==> config.mk <==
export PLATFORM = sky130hd
export DESIGN_NAME = rda_sum_collector
export DESIGN_NICKNAME = d
export VERILOG_FILES = /design/src/rtl/rda_pkg.sv /design/src/rtl/rda_res_fifo.sv /design/src/rtl/rda_sum_collector.sv
export SDC_FILE = /design/constraint.sdc
export NUM_CORES = 1
export LEC_CHECK = 0
export ABC_AREA = 0
export ABC_CLOCK_PERIOD_IN_PS = 5050
export BUFFER_PORTS_ARGS = -buffer_cell sky130_fd_sc_hd__buf_2
export CORE_AREA = 2 2 291 293
export CTS_CLUSTER_SIZE = 20
export DETAILED_ROUTE_END_ITERATION = 8
export DIE_AREA = 0 0 293 295
export HOLD_SLACK_MARGIN = 0.06
export PLACE_DENSITY = 0.4
export SKIP_CTS_REPAIR_TIMING = 1
export SLEW_MARGIN = 20
export SYNTH_ARGS = -nofsm -noshare
export SYNTH_HDL_FRONTEND = slang
export SYNTH_SLANG_ARGS = --single-unit
==> constraint.sdc <==
create_clock -name clk -period 5.05 [get_ports clk]
set_clock_uncertainty 0.1 [all_clocks]
set_input_delay 0.2525 -clock clk [delete_from_list [all_inputs] [get_ports clk]]
set_output_delay 0.2525 -clock clk [all_outputs]
set_load 0.05 [all_outputs]
==> src/rtl/rda_pkg.sv <==
// -----------------------------------------------------------------------------
// rda_pkg
// Shared definitions for the RDA sum collector slice.
//   - KPG_K / KPG_P / KPG_G : 8-bit ASCII codes for kill / propagate / generate
//   - RDA_LAT               : default ppc pipeline latency (clock edges)
//   - RDA_DEPTH             : default result FIFO depth
//   - rda_res_t             : one buffered result {sum, cout, err}
//   - kpg_encode()          : per-bit operand pair -> k/p/g code
// -----------------------------------------------------------------------------
package rda_pkg;

  localparam logic [7:0] KPG_K = 8'h6B;  // "k"
  localparam logic [7:0] KPG_P = 8'h70;  // "p"
  localparam logic [7:0] KPG_G = 8'h67;  // "g"

  localparam int RDA_LAT   = 6;
  localparam int RDA_DEPTH = 8;

  typedef struct packed {
    logic [31:0] sum;
    logic        cout;
    logic        err;
  } rda_res_t;

  localparam int RDA_RES_W = $bits(rda_res_t);

  // Both bits set generates a carry, both clear kills it, otherwise the
  // incoming carry is propagated.
  function automatic logic [7:0] kpg_encode(input logic a, input logic b);
    logic [7:0] code;
    if (a && b) begin
      code = KPG_G;
    end else if (!a && !b) begin
      code = KPG_K;
    end else begin
      code = KPG_P;
    end
    return code;
  endfunction

endpackage

==> src/rtl/rda_res_fifo.sv <==
// -----------------------------------------------------------------------------
// rda_res_fifo
// Synchronous first-in/first-out buffer for packed rda_res_t results.
// The head entry is presented combinationally on o_data; a write into an
// empty FIFO therefore becomes visible one cycle later (no bypass path).
// Simultaneous write and read are allowed in every state, including full.
//
// Ports:
//   clk      in  : clock
//   rst      in  : synchronous reset, active low (clears pointers/count)
//   i_wr     in  : push i_data at the next edge
//   i_data   in  : entry to push
//   i_rd     in  : pop the head entry at the next edge (ignored when empty)
//   o_data   out : head entry (undefined contents when empty)
//   o_full   out : DEPTH entries held
//   o_empty  out : no entries held
// -----------------------------------------------------------------------------
module rda_res_fifo
  import rda_pkg::*;
#(
  parameter int DEPTH = RDA_DEPTH
) (
  input  logic                 clk,
  input  logic                 rst,
  input  logic                 i_wr,
  input  logic [RDA_RES_W-1:0] i_data,
  input  logic                 i_rd,
  output logic [RDA_RES_W-1:0] o_data,
  output logic                 o_full,
  output logic                 o_empty
);

  localparam int            AW   = (DEPTH > 1) ? $clog2(DEPTH) : 1;
  localparam int            CW   = $clog2(DEPTH + 1);
  localparam logic [AW-1:0] LAST = AW'(DEPTH - 1);

  logic [RDA_RES_W-1:0] r_mem [DEPTH];
  logic [AW-1:0]        r_wr_ptr;
  logic [AW-1:0]        r_rd_ptr;
  logic [CW-1:0]        r_count;

  logic w_do_wr;
  logic w_do_rd;

  assign o_full  = (r_count == CW'(DEPTH));
  assign o_empty = (r_count == '0);

  // A pop frees a slot in the same edge, so a push into a full FIFO is
  // accepted when it coincides with a pop.
  assign w_do_rd = i_rd && !o_empty;
  assign w_do_wr = i_wr && (!o_full || w_do_rd);

  assign o_data = r_mem[r_rd_ptr];

  // Storage array carries no reset; only the pointers define validity.
  always_ff @(posedge clk) begin
    if (w_do_wr) begin
      r_mem[r_wr_ptr] <= i_data;
    end
  end

  always_ff @(posedge clk) begin
    if (!rst) begin
      r_wr_ptr <= '0;
      r_rd_ptr <= '0;
      r_count  <= '0;
    end else begin
      if (w_do_wr) begin
        r_wr_ptr <= (r_wr_ptr == LAST) ? '0 : r_wr_ptr + AW'(1);
      end
      if (w_do_rd) begin
        r_rd_ptr <= (r_rd_ptr == LAST) ? '0 : r_rd_ptr + AW'(1);
      end
      case ({w_do_wr, w_do_rd})
        2'b10:   r_count <= r_count + CW'(1);
        2'b01:   r_count <= r_count - CW'(1);
        default: r_count <= r_count;
      endcase
    end
  end

  // Upstream credit accounting must make an unmatched push into a full
  // FIFO impossible; losing a result here would be silent otherwise.
  a_no_overflow : assert property (@(posedge clk) disable iff (!rst)
    !(i_wr && o_full && !i_rd));

endmodule

==> src/rtl/rda_sum_collector.sv <==
// -----------------------------------------------------------------------------
// rda_sum_collector
// Issue/collect shell around the RDA prefix pipeline (ppc). Operand pairs are
// encoded into per-bit k/p/g codes for ppc, each issued slot is tracked through
// the fixed ppc latency, and the returned prefix states are turned into a
// 32-bit sum plus carry-out. Results queue in an order-preserving FIFO behind
// a valid/ready port; a credit counter stops issue before the FIFO could
// overflow.
//
// Optional feature macro: RDA_SUM_CHECK_EN
//   defined   : each result carries err = (any prefix state not "k"/"g") or
//               (decoded sum != c + d), presented on out_err.
//   undefined : no checker logic, out_err is constant 0.
//
// Ports:
//   clk        in        : clock, shared with ppc
//   rst        in        : synchronous reset, active low, shared with ppc
//   in_valid   in        : operand pair valid
//   in_ready   out       : operand pair accepted when in_valid && in_ready
//   in_a,in_b  in  [31:0]: addends
//   ppc_x      out [255:0]: per-bit k/p/g codes, bit i at [8*i +: 8]
//   ppc_a,ppc_b out [31:0]: operands carried through ppc
//   ppc_y      in  [255:0]: prefix carry states, bit i at [8*i +: 8]
//   ppc_c,ppc_d in  [31:0]: operands returned from ppc
//   out_valid  out       : result valid
//   out_ready  in        : consumer accepts the result
//   out_sum    out [31:0]: (a + b) mod 2^32
//   out_cout   out       : carry out of bit 31
//   out_err    out       : checker flag (see macro above)
// -----------------------------------------------------------------------------
module rda_sum_collector
  import rda_pkg::*;
#(
  parameter int LAT   = RDA_LAT,
  parameter int DEPTH = RDA_DEPTH
) (
  input  logic         clk,
  input  logic         rst,
  input  logic         in_valid,
  output logic         in_ready,
  input  logic [31:0]  in_a,
  input  logic [31:0]  in_b,
  output logic [255:0] ppc_x,
  output logic [31:0]  ppc_a,
  output logic [31:0]  ppc_b,
  input  logic [255:0] ppc_y,
  input  logic [31:0]  ppc_c,
  input  logic [31:0]  ppc_d,
  output logic         out_valid,
  input  logic         out_ready,
  output logic [31:0]  out_sum,
  output logic         out_cout,
  output logic         out_err
);

  localparam int OW = $clog2(DEPTH + 1);

  logic           w_in_fire;
  logic           w_out_fire;
  logic [LAT-1:0] r_vsr;
  logic [OW-1:0]  r_occ;

  logic [31:0]    w_gen;
  logic [31:0]    w_sum;
  logic           w_cout;
  logic           w_err;
  rda_res_t       w_wr_res;
  rda_res_t       w_head;
  logic           w_empty;
  logic           w_unused_full;

  // ---------------------------------------------------------------------------
  // Issue side
  // ---------------------------------------------------------------------------
  assign w_in_fire = in_valid && in_ready;

  // Encoding runs every cycle; ppc carries whatever is on the inputs and
  // only slots marked in r_vsr are decoded on the way back.
  genvar gi;
  generate
    for (gi = 0; gi < 32; gi++) begin : g_enc
      assign ppc_x[8*gi +: 8] = kpg_encode(in_a[gi], in_b[gi]);
    end
  endgenerate

  assign ppc_a = in_a;
  assign ppc_b = in_b;

  // Valid tracker: r_vsr[LAT-1] lines up with the cycle in which
  // ppc_y/c/d hold the result of a fired slot.
  always_ff @(posedge clk) begin
    if (!rst) begin
      r_vsr <= '0;
    end else begin
      r_vsr[0] <= w_in_fire;
      for (int i = 1; i < LAT; i++) begin
        r_vsr[i] <= r_vsr[i-1];
      end
    end
  end

  // Credit counter: counts every result from issue until it is popped, so
  // the FIFO always has room for everything still inside ppc.
  always_ff @(posedge clk) begin
    if (!rst) begin
      r_occ <= '0;
    end else begin
      case ({w_in_fire, w_out_fire})
        2'b10:   r_occ <= r_occ + OW'(1);
        2'b01:   r_occ <= r_occ - OW'(1);
        default: r_occ <= r_occ;
      endcase
    end
  end

  // Gated by rst so that in_ready is low throughout reset, even on the
  // first cycle before r_occ has been cleared.
  assign in_ready = rst && (r_occ < OW'(DEPTH));

  // ---------------------------------------------------------------------------
  // Collect side
  // ---------------------------------------------------------------------------
  // Prefix state "g" at bit i means a carry leaves bit i.
  generate
    for (gi = 0; gi < 32; gi++) begin : g_dec
      assign w_gen[gi] = (ppc_y[8*gi +: 8] == KPG_G);
    end
  endgenerate

  assign w_sum  = ppc_c ^ ppc_d ^ {w_gen[30:0], 1'b0};
  assign w_cout = w_gen[31];

`ifdef RDA_SUM_CHECK_EN
  logic [31:0] w_bad_state;
  logic [31:0] w_ref_sum;

  // With no carry-in every prefix must have resolved to kill or generate.
  generate
    for (gi = 0; gi < 32; gi++) begin : g_chk
      assign w_bad_state[gi] = !((ppc_y[8*gi +: 8] == KPG_K) ||
                                 (ppc_y[8*gi +: 8] == KPG_G));
    end
  endgenerate

  assign w_ref_sum = ppc_c + ppc_d;
  assign w_err     = (|w_bad_state) || (w_sum != w_ref_sum);
`else
  assign w_err = 1'b0;
`endif

  assign w_wr_res.sum  = w_sum;
  assign w_wr_res.cout = w_cout;
  assign w_wr_res.err  = w_err;

  rda_res_fifo #(
    .DEPTH (DEPTH)
  ) u_res_fifo (
    .clk     (clk),
    .rst     (rst),
    .i_wr    (r_vsr[LAT-1]),
    .i_data  (w_wr_res),
    .i_rd    (w_out_fire),
    .o_data  (w_head),
    .o_full  (w_unused_full),
    .o_empty (w_empty)
  );

  // ---------------------------------------------------------------------------
  // Result port: zero whenever nothing valid is presented (and during reset).
  // ---------------------------------------------------------------------------
  assign out_valid  = rst && !w_empty;
  assign w_out_fire = out_valid && out_ready;
  assign out_sum    = out_valid ? w_head.sum : '0;
  assign out_cout   = out_valid && w_head.cout;

`ifdef RDA_SUM_CHECK_EN
  assign out_err = out_valid && w_head.err;
`else
  logic w_unused_err;
  assign w_unused_err = w_head.err;
  assign out_err      = 1'b0;
`endif

endmodule

==> flow_metrics.env, run 1 <==
export IMPL_outcome="finished clean"
export IMPL_htreeDepth=1
export IMPL_grt_max_degree=67
export IMPL_muxShareOfSynthArea_pct=12.33
export IMPL_ir_drop_mv=0.2246
export IMPL_synth_seq_cells=287
export IMPL_cp_start_kind="register"
export IMPL_synth_edf_count=264
export IMPL_final_common_cell="buf_2"
export IMPL_ios=744
export IMPL_cts_tree="built"
export IMPL_final_antenna_net_count=0
export IMPL_coreArea_sq_um=83160
export IMPL_synth_top_cell_by_area="edfxtp_1"
export IMPL_port_buffer_count=646
export IMPL_wl_mm=40.79
export IMPL_dpl_hpwl_mm=29.33
export IMPL_nNetsFinal=2094
export IMPL_p_leak_nw=8.301
export IMPL_start_util_pct=18.11
export IMPL_synth_distinct_cells=40
export IMPL_worst_pin_slew_ps=1103
export IMPL_dr_total_vias=9865
export IMPL_maxCapViolations=0
export IMPL_cts_buffer_depth=3
export IMPL_fmax_mhz=296.1
export IMPL_clock_latency_ps=560
export IMPL_row_count=106
export IMPL_wl_per_cell_um=14.92
export IMPL_yosys_top_cells_area="edfxtp_1, mux4_2, buf_4"
export IMPL_syn_area_sq_um=15060
export IMPL_finalHoldViolations=0
export IMPL_hold_path_class="input port to register"
export IMPL_grt_antenna_before_repair=2
export IMPL_grt_pass1_wl_mm=57.50
export IMPL_synth_compound_area_share_pct=0.9720
export IMPL_drive_gt1_share_pct=47.88
export IMPL_slowest_stage="dfxtp_4"
export IMPL_fillers=8834
export IMPL_async_flop_share_pct=0
export IMPL_instances_no_fill=2735
export IMPL_viasPerCell=3.607
export IMPL_die_x_um=293
export IMPL_synthSimpleGateAreaFrac_pct=7.485
export IMPL_endpoint_kind="output pin"
export IMPL_synth_yosys_seq_area_share_pct=55.69
export IMPL_grt_usage_pct=8.698
export IMPL_syn2layout_area_growth_pct=30.55
export IMPL_post_route_period_util_pct=66.87
export IMPL_slew_headroom_pct=26.49
export IMPL_clkTransAtPathRegs_ps=60
export IMPL_drc=0
export IMPL_dp_cells=2675
export IMPL_arrival_ps=3020
export IMPL_routabilityCongestion=0.8047
export IMPL_overflow=0
export IMPL_numCtsBuffers=31
export IMPL_critical_path_top_delay_family="flip-flops"
export IMPL_synthAdderAreaFrac_pct=6.281
export IMPL_fin_tns_setup_ps=0
export IMPL_grt_pass1_vias=9814
export IMPL_fin_crit_ps=3377
export IMPL_final_setup_viol_count=0
export IMPL_rsz0062_at_grt="false"
export IMPL_yosysWarnings=0
export IMPL_die_y_um=295
export IMPL_die_area_sq_um=86440
export IMPL_synth_main_ff_cell="edfxtp_1"
export IMPL_p_per_area_nw_per_um2=311.0
export IMPL_path_cells="buf_4 > mux4_2 > mux2i_1 > nor2_1 > buf_2"
export IMPL_synth_top_area_share_pct=52.64
export IMPL_synth_xor_area_share_pct=3.954
export IMPL_cts_root_buf="clkbuf_16"
export IMPL_syn_inst=1059
export IMPL_report_final_slew_viol_count=0
export IMPL_cp_max_fo=38
export IMPL_dr_pass1_iters=6
export IMPL_max_stage_delay_ps=890
export IMPL_required_ps=4700
export IMPL_cts_sinks=287
export IMPL_layout_common_cells="buf_2, edfxtp_1, inv_1, conb_1, ha_1"
export IMPL_crit_type="register to output pin"
export IMPL_synth_top_family_by_area="buffers and inverters"
export IMPL_avgSynthCellArea_sq_um=14.22
export IMPL_first_iter_violations=335
export IMPL_critPathBufInv=2
==> path summary, 6_finish.rpt <==
kind / start / end / slack (ps) / cells after the start
setup / recovery: register / out_sum[18] / 1670 / 5
hold / removal: rst / r_occ[3] / 40 / 3
setup reg to reg: u_res_fifo.r_count[1] / u_res_fifo.r_mem[7][32] / 2440 / 5
hold reg to reg: r_vsr[0] / r_vsr[1] / 340 / 1
==> cell families (layout without fill, tap and decap cells) <==
kind of cell,Yosys count,after routing
buf+inv,321,821
flops,287,287
simple gates,185,185
mux,103,103
fa+ha+maj,75,75
xor+xnor,68,68
compound gates,18,18
other cells,2,98
==> area by class of cell <==
class / count / area [sq um] / share of cell area, %
Tap cell: 1080 / 1351 / 6.873
Clock buffer: 43 / 870.8 / 4.429
Inverter: 103 / 386.6 / 1.966
Timing Repair Buffer: 662 / 3378 / 17.18
Clock inverter: 13 / 178.9 / 0.9100
Multi-Input combinational cell: 546 / 5094 / 25.91
Sequential cell: 287 / 8399 / 42.72
Antenna cell: 1 / 2.502 / 0.01273
==> report_power, final <==
part / leakage, nW / internal (W) / switching (W) / total (W)
Combinational: 5.22 / 0.000274 / 0.000891 / 0.00117
Sequential: 2.57 / 0.00263 / 0.00000348 / 0.00263
Clock: 0.512 / 0.00140 / 0.000910 / 0.00231
==> synth_stat cells (2+ instances only) <==
cell and number:
edfxtp_1 264, buf_4 194, inv_1 102, ha_1 74
mux4_2 66, nor2_1 42, mux2i_1 37, xor2_1 35
nor2b_1 33, xnor2_1 33, nand4_1 31, nor4bb_1 31
dfxtp_1 23, nand2_1 18, buf_2 12, and2_1 11
buf_6 6, clkbuf_1 6, nor3_1 5, o21ai_0 4
nand2b_1 3, nand3_1 3, o21ai_2 3, or3_1 3
a21boi_0 2, a21boi_1 2, a21oi_1 2, conb_1 2
==> sequential cells by signal (all words and copies together) (netlist names), named ones only <==
register	flops
r_vsr	6
u_res_fifo.r_count	4
u_res_fifo.r_mem	264
u_res_fifo.r_wr_ptr	3
u_res_fifo.r_rd_ptr	3
r_occ	4
==> through the flow <==
step	setup WS (ps)	utilization (%)	total power, W	cell area (sq um)	hold WS [ps]
final	1673	23.64	0.006115	19660	38.55
after global routing	1403	23.64	0.006339	19660	64.59
after CTS	1471	23.57	0.006208	19600	-153.1
after detailed placement	2087	22.31	0.003860	18550	319.9
after global placement	2109	22.31	0.003852	18550	328.4
after floorplan	1408	-	0.003661	15420	296.5
==> tightest hold or removal path, delay by kind of cell <==
| kind | cells | cell delay, ps |
|---|---|---|
| buffers and inverters | 1 | 230 |
| AND/OR/NAND/NOR | 1 | 110 |
| multiplexers | 1 | 50 |
==> layer usage <==
| layer | GRT usage [%] | vias to the layer above | part of all wire [%] | wire [um] |
|---|---|---|---|---|
| li1 | - | 4655 | - | - |
| met1 | 9.792 | 4758 | 38 | 15670 |
| met2 | 16.91 | 411 | 54 | 22050 |
| met3 | 1.556 | 41 | 6.0 | 2445 |
| met4 | 1.889 | 0 | 1.5 | 632 |
| met5 | 0 | - | 0 | 0 |
(Power assumes the default switching activity.)
==> inputs of run 2 (changes only) <==
- ABC_CLOCK_PERIOD_IN_PS: 5050 -> 3000
- CORE_AREA: 2 2 291 293 -> 2 2 290 292
- DIE_AREA: 0 0 293 295 -> 0 0 292 294
- PLACE_DENSITY: 0.4 -> 0.41
- clock period: 5.05 -> 3 ns (I/O delays scaled with it)
==> run 2 against run 1 <==
Count of clock-buffer cells in the layout is 1 lower. Die area is 0.68% lower. Critical path type unchanged. Non-clock buffer count is 11 higher.
==> flow_metrics.env, run 2 (synthesis results as in run 1) <==
export IMPL_maxCapViolations=0
export IMPL_fillers=8792
export IMPL_fin_crit_ps=2682
export IMPL_required_ps=2750
export IMPL_path_depth=5
export IMPL_overflow=0
export IMPL_p_per_area_nw_per_um2=515.6
export IMPL_max_stage_delay_ps=650
export IMPL_finalHoldViolations=0
export IMPL_grt_max_degree=34
export IMPL_grt_antenna_before_repair=0
export IMPL_rr_startpoint="u_res_fifo.r_count[0]"
export IMPL_nNetsFinal=2108
export IMPL_power_w=0.01020
export IMPL_post_route_period_util_pct=89.40
export IMPL_drc=0
export IMPL_holdCritStartpoint="ppc_y[32]"
export IMPL_final_antenna_net_count=0
export IMPL_die_x_um=292
export IMPL_first_iter_violations=400
export IMPL_slowest_stage="dfxtp_4"
export IMPL_dr_total_vias=9956
export IMPL_ir_drop_mv=0.3066
export IMPL_p_leak_nw=8.352
export IMPL_hold_path_class="input port to register"
export IMPL_critical_path_top_delay_family="flip-flops"
export IMPL_placed_area_sq_um=18710
export IMPL_start_util_pct=18.17
export IMPL_dpl_hpwl_mm=30.73
export IMPL_layout_common_cells="buf_2, edfxtp_1, inv_1, conb_1, ha_1"
export IMPL_cts_root_buf="clkbuf_16"
export IMPL_hold_slack_ps=79.43
export IMPL_p_int_w=0.007058
export IMPL_instances_no_fill=2752
export IMPL_p_sw_share_pct=30.80
export IMPL_clkTransAtPathRegs_ps=60
export IMPL_dr_pass1_iters=6
export IMPL_critPathBufInv=2
export IMPL_wl_mm=41.85
export IMPL_routabilityCongestion=0.8914
export IMPL_clock_latency_ps=520
export IMPL_die_area_sq_um=85850
export IMPL_power_switching_w=0.003142
export IMPL_coreArea_sq_um=82890
export IMPL_row_count=106
export IMPL_wl_per_cell_um=15.21
export IMPL_htreeDepth=2
export IMPL_report_final_slew_viol_count=0
export IMPL_cts_tree="built"
export IMPL_p_seq_share_pct=43.5
export IMPL_power_frac_comb_pct=19.4
export IMPL_reg_top3="u_res_fifo.r_mem: 264 flops, r_vsr: 6 flops"
export IMPL_whs_path_depth=3
export IMPL_fmax_mhz=372.9
export IMPL_dp_cells=2684
export IMPL_outcome="finished clean"
export IMPL_port_buffer_count=646
export IMPL_viasPerCell=3.618
export IMPL_arrival_ps=2430
export IMPL_cts_buffer_depth=3
export IMPL_cts_sinks=287
export IMPL_ios=744
export IMPL_max_flop_register="u_res_fifo.r_mem"
export IMPL_fin_area_sq_um=19780
export IMPL_drive_gt1_share_pct=47.82
export IMPL_largest_reg_flops=264
export IMPL_slew_headroom_pct=39.20
export IMPL_clkPwrFrac_pct=37.1
export IMPL_numCtsBuffers=34
export IMPL_path_cells="buf_4 > mux4_2 > mux2i_1 > nor2_1 > buf_2"
export IMPL_grt_pass1_wl_mm=59.24
export IMPL_rr_worst_depth=10
export IMPL_final_common_cell="buf_2"
export IMPL_crit_type="register to output pin"
export IMPL_grt_usage_pct=9.094
export IMPL_endpoint_kind="output pin"
export IMPL_cp_start_kind="register"
export IMPL_rsz0062_at_grt="false"
export IMPL_cp_max_fo=25
export IMPL_die_y_um=294
export IMPL_final_setup_viol_count=0
export IMPL_syn2layout_area_growth_pct=31.35
export IMPL_grt_pass1_vias=9805
export IMPL_worst_pin_slew_ps=905.5
[run 2: worst paths after layout]
check                                              end  slack, ps
worst max-delay path                       out_sum[14]        320
worst min-delay path            u_res_fifo.r_mem[7][6]         80
worst max register to register   u_res_fifo.r_count[2]        370
worst min register to register                r_vsr[2]        330
[run 2: routing by layer]
layer	global-route usage, %	routed length (um)
met2	15.26	20440
met1	12.07	18280
met3	1.631	2552
met5	0	0
met4	2.301	576
[run 2: metrics by stage]
step                      util [%]  TNS [ps]  setup WS (ps)
after floorplan                  -    -84400         -642.2
final                        23.87         0          318.1
after CTS                    23.80         0          226.2
after global placement       22.57         0          398.6
after detailed placement     22.57         0          423.9
after global routing         23.86         0          133.2
[run 2: power by group through the flow]
| stage | registers, W | clock network [W] | logic (W) |
|---|---|---|---|
| 2_1_floorplan | 0.00452 | 0 | 0.00165 |
| 3_3_place_gp | 0.00452 | 0 | 0.00196 |
| 3_5_place_dp | 0.00452 | 0 | 0.00199 |
| 4_1_cts | 0.00443 | 0.00393 | 0.00199 |
| 5_1_grt | 0.00443 | 0.00408 | 0.00209 |
| 6_report | 0.00443 | 0.00379 | 0.00198 |
[run 2: cell type report]
class | instances | area (sq um) | share of cell area [%]
clock buffer | 42 | 902.1 | 4.560
clock inverter | 20 | 118.9 | 0.6008
timing repair buffer | 673 | 3536 | 17.87
tap | 1080 | 1351 | 6.831
multi-input combinational | 546 | 5086 | 25.71
inverter | 103 | 386.6 | 1.954
antenna | 1 | 2.502 | 0.01265
sequential | 287 | 8399 | 42.46
[run 2: worst reg2reg max path: stages (launching register included)]
cell      delay (ps)
dfxtp_1          400
o41ai_4          420
inv_2             80
and2_4           200
ha_1             270
xor2_1           170
ha_1             190
a21oi_1          140
xor2_1           100
or3_1            310
a21boi_0         170
==> inputs of run 3 (changes only) <==
- ABC_CLOCK_PERIOD_IN_PS: 3000 -> 3300
- PLACE_DENSITY: 0.41 -> 0.4
- clock period: 3 -> 3.3 ns (I/O delays scaled with it)
==> run 3 against run 2 <==
Worst hold slack better by 10 ps. Sequential power down 9.0%. Routed wire length increased by 2.2%. Die area unchanged. Highest routed layer unchanged.
==> flow_metrics.env, run 3 (synthesis results as in run 1) <==
export IMPL_grt_pass1_vias=10200
export IMPL_grt_usage_pct=9.404
export IMPL_wl_mm=42.76
export IMPL_reg_top3="u_res_fifo.r_mem: 264 flops, r_vsr: 6 flops"
export IMPL_hold_slack_ps=89.64
export IMPL_holdCritStartpoint="ppc_y[251]"
export IMPL_final_common_cell="buf_2"
export IMPL_placed_area_sq_um=18650
export IMPL_slew_headroom_pct=33.76
export IMPL_largest_reg_flops=264
export IMPL_grt_max_degree=34
export IMPL_fin_util_pct=23.93
export IMPL_pre_cts_slack_ps=693.5
export IMPL_layout_common_cells="buf_2, edfxtp_1, inv_1, conb_1, ha_1"
export IMPL_wl_per_cell_um=15.52
export IMPL_rr_startpoint="u_res_fifo.r_count[0]"
export IMPL_critPathBufInv=2
export IMPL_nNetsFinal=2110
export IMPL_grt_pass1_wl_mm=60.90
export IMPL_cp_max_fo=24
export IMPL_overflow=0
export IMPL_numCtsBuffers=34
export IMPL_p_per_area_nw_per_um2=482.3
export IMPL_critical_path_top_delay_family="multiplexers"
export IMPL_final_setup_viol_count=0
export IMPL_arrival_ps=2590
export IMPL_endpoint_kind="output pin"
export IMPL_cts_sinks=287
export IMPL_max_flop_register="u_res_fifo.r_mem"
export IMPL_start_util_pct=18.17
export IMPL_outcome="finished clean"
export IMPL_first_iter_violations=401
export IMPL_routabilityCongestion=0.8864
export IMPL_ir_drop_mv=0.2955
export IMPL_cp_start_kind="register"
export IMPL_die_area_sq_um=85850
export IMPL_hold_path_class="input port to register"
export IMPL_path_cells="buf_12 > mux4_2 > mux2i_1 > nor2_1 > buf_2"
export IMPL_cts_buffer_depth=3
export IMPL_dr_total_vias=10040
export IMPL_viasPerCell=3.644
export IMPL_maxCapViolations=0
export IMPL_setup_slack_ps=446.3
export IMPL_die_y_um=294
export IMPL_fin_area_sq_um=19830
export IMPL_fmax_mhz=350.4
export IMPL_p_seq_share_pct=42.1
export IMPL_crit_type="register to output pin"
export IMPL_clkTransAtPathRegs_ps=60
export IMPL_syn2layout_area_growth_pct=31.69
export IMPL_clkPwrFrac_pct=39.1
export IMPL_die_x_um=292
export IMPL_port_buffer_count=646
export IMPL_required_ps=3030
export IMPL_post_route_period_util_pct=86.48
export IMPL_cts_root_buf="clkbuf_16"
export IMPL_dpl_hpwl_mm=30.29
export IMPL_fin_crit_ps=2854
export IMPL_p_sw_share_pct=29.80
export IMPL_final_antenna_net_count=0
export IMPL_grt_antenna_before_repair=2
export IMPL_coreArea_sq_um=82890
export IMPL_ios=744
export IMPL_max_stage_delay_ps=630
export IMPL_dr_pass1_iters=4
export IMPL_power_switching_w=0.002850
export IMPL_slowest_stage="dfxtp_4"
export IMPL_cts_tree="built"
export IMPL_report_final_slew_viol_count=0
export IMPL_drc=0
export IMPL_worst_pin_slew_ps=986.5
export IMPL_drive_gt1_share_pct=47.97
export IMPL_htreeDepth=2
export IMPL_finalHoldViolations=0
export IMPL_p_int_w=0.006714
export IMPL_rsz0062_at_grt="false"
export IMPL_row_count=106
export IMPL_clock_latency_ps=530
export IMPL_p_leak_nw=8.400
export IMPL_power_frac_comb_pct=18.7
-- run 3: cell types whose count changed in the layout (fill, tap and decap cells not counted), sizes merged --
cell and change:
bufinv +4, clkbuf -2, buf +1, clkinv -1
clkinvlp -1, diode +1, dlygate4sd3 +1, inv -1
-- run 3: power by group through the flow --
| stage | Clock, W | Sequential, W | Combinational [W] |
|---|---|---|---|
| 6_report | 0.00374 | 0.00403 | 0.00179 |
| 5_1_grt | 0.00401 | 0.00403 | 0.00189 |
| 4_1_cts | 0.00387 | 0.00403 | 0.00180 |
| 3_5_place_dp | 0 | 0.00411 | 0.00180 |
| 3_3_place_gp | 0 | 0.00411 | 0.00178 |
| 2_1_floorplan | 0 | 0.00411 | 0.00150 |
-- run 3: tightest hold or removal path, cell delays in order --
cell	delay (ps)
buf_2	80
nand4b_1	100
nor2_1	160
-- run 3: path summary, 6_finish.rpt --
kind	to	slack (ps)	cells after the start
worst min-delay path	u_res_fifo.r_mem[0][0]	90	3
worst max-delay path	out_sum[22]	450	5
worst min register to register	r_vsr[3]	340	1
worst max register to register	u_res_fifo.r_count[2]	680	10
-- run 3: final cells by class --
type / instances / area (sq um)
Clock inverter: 21 / 219.0
Tap cell: 1080 / 1351
Fill cell: 8781 / 63060
Timing Repair Buffer: 675 / 3491
Antenna cell: 2 / 5.005
Inverter: 103 / 386.6
Sequential cell: 287 / 8399
Clock buffer: 40 / 894.6
Multi-Input combinational cell: 546 / 5086
-- run 3: through the flow --
stage	TNS (ps)	total power (W)	std cells
after floorplan	-44800	0.005603	1154
after global placement	0	0.005889	2685
after detailed placement	0	0.005905	2685
after CTS	0	0.009705	2746
after global routing	0	0.009935	2753
final	0	0.009565	2754
-- run 3: layer usage --
metal | vias to the layer above | global-route usage (%) | wire length [um]
li1 | 4693 | - | -
met1 | 4940 | 11.69 | 17800
met2 | 357 | 16.63 | 21920
met3 | 45 | 1.639 | 2232
met4 | 0 | 2.716 | 805
met5 | - | 0 | 0
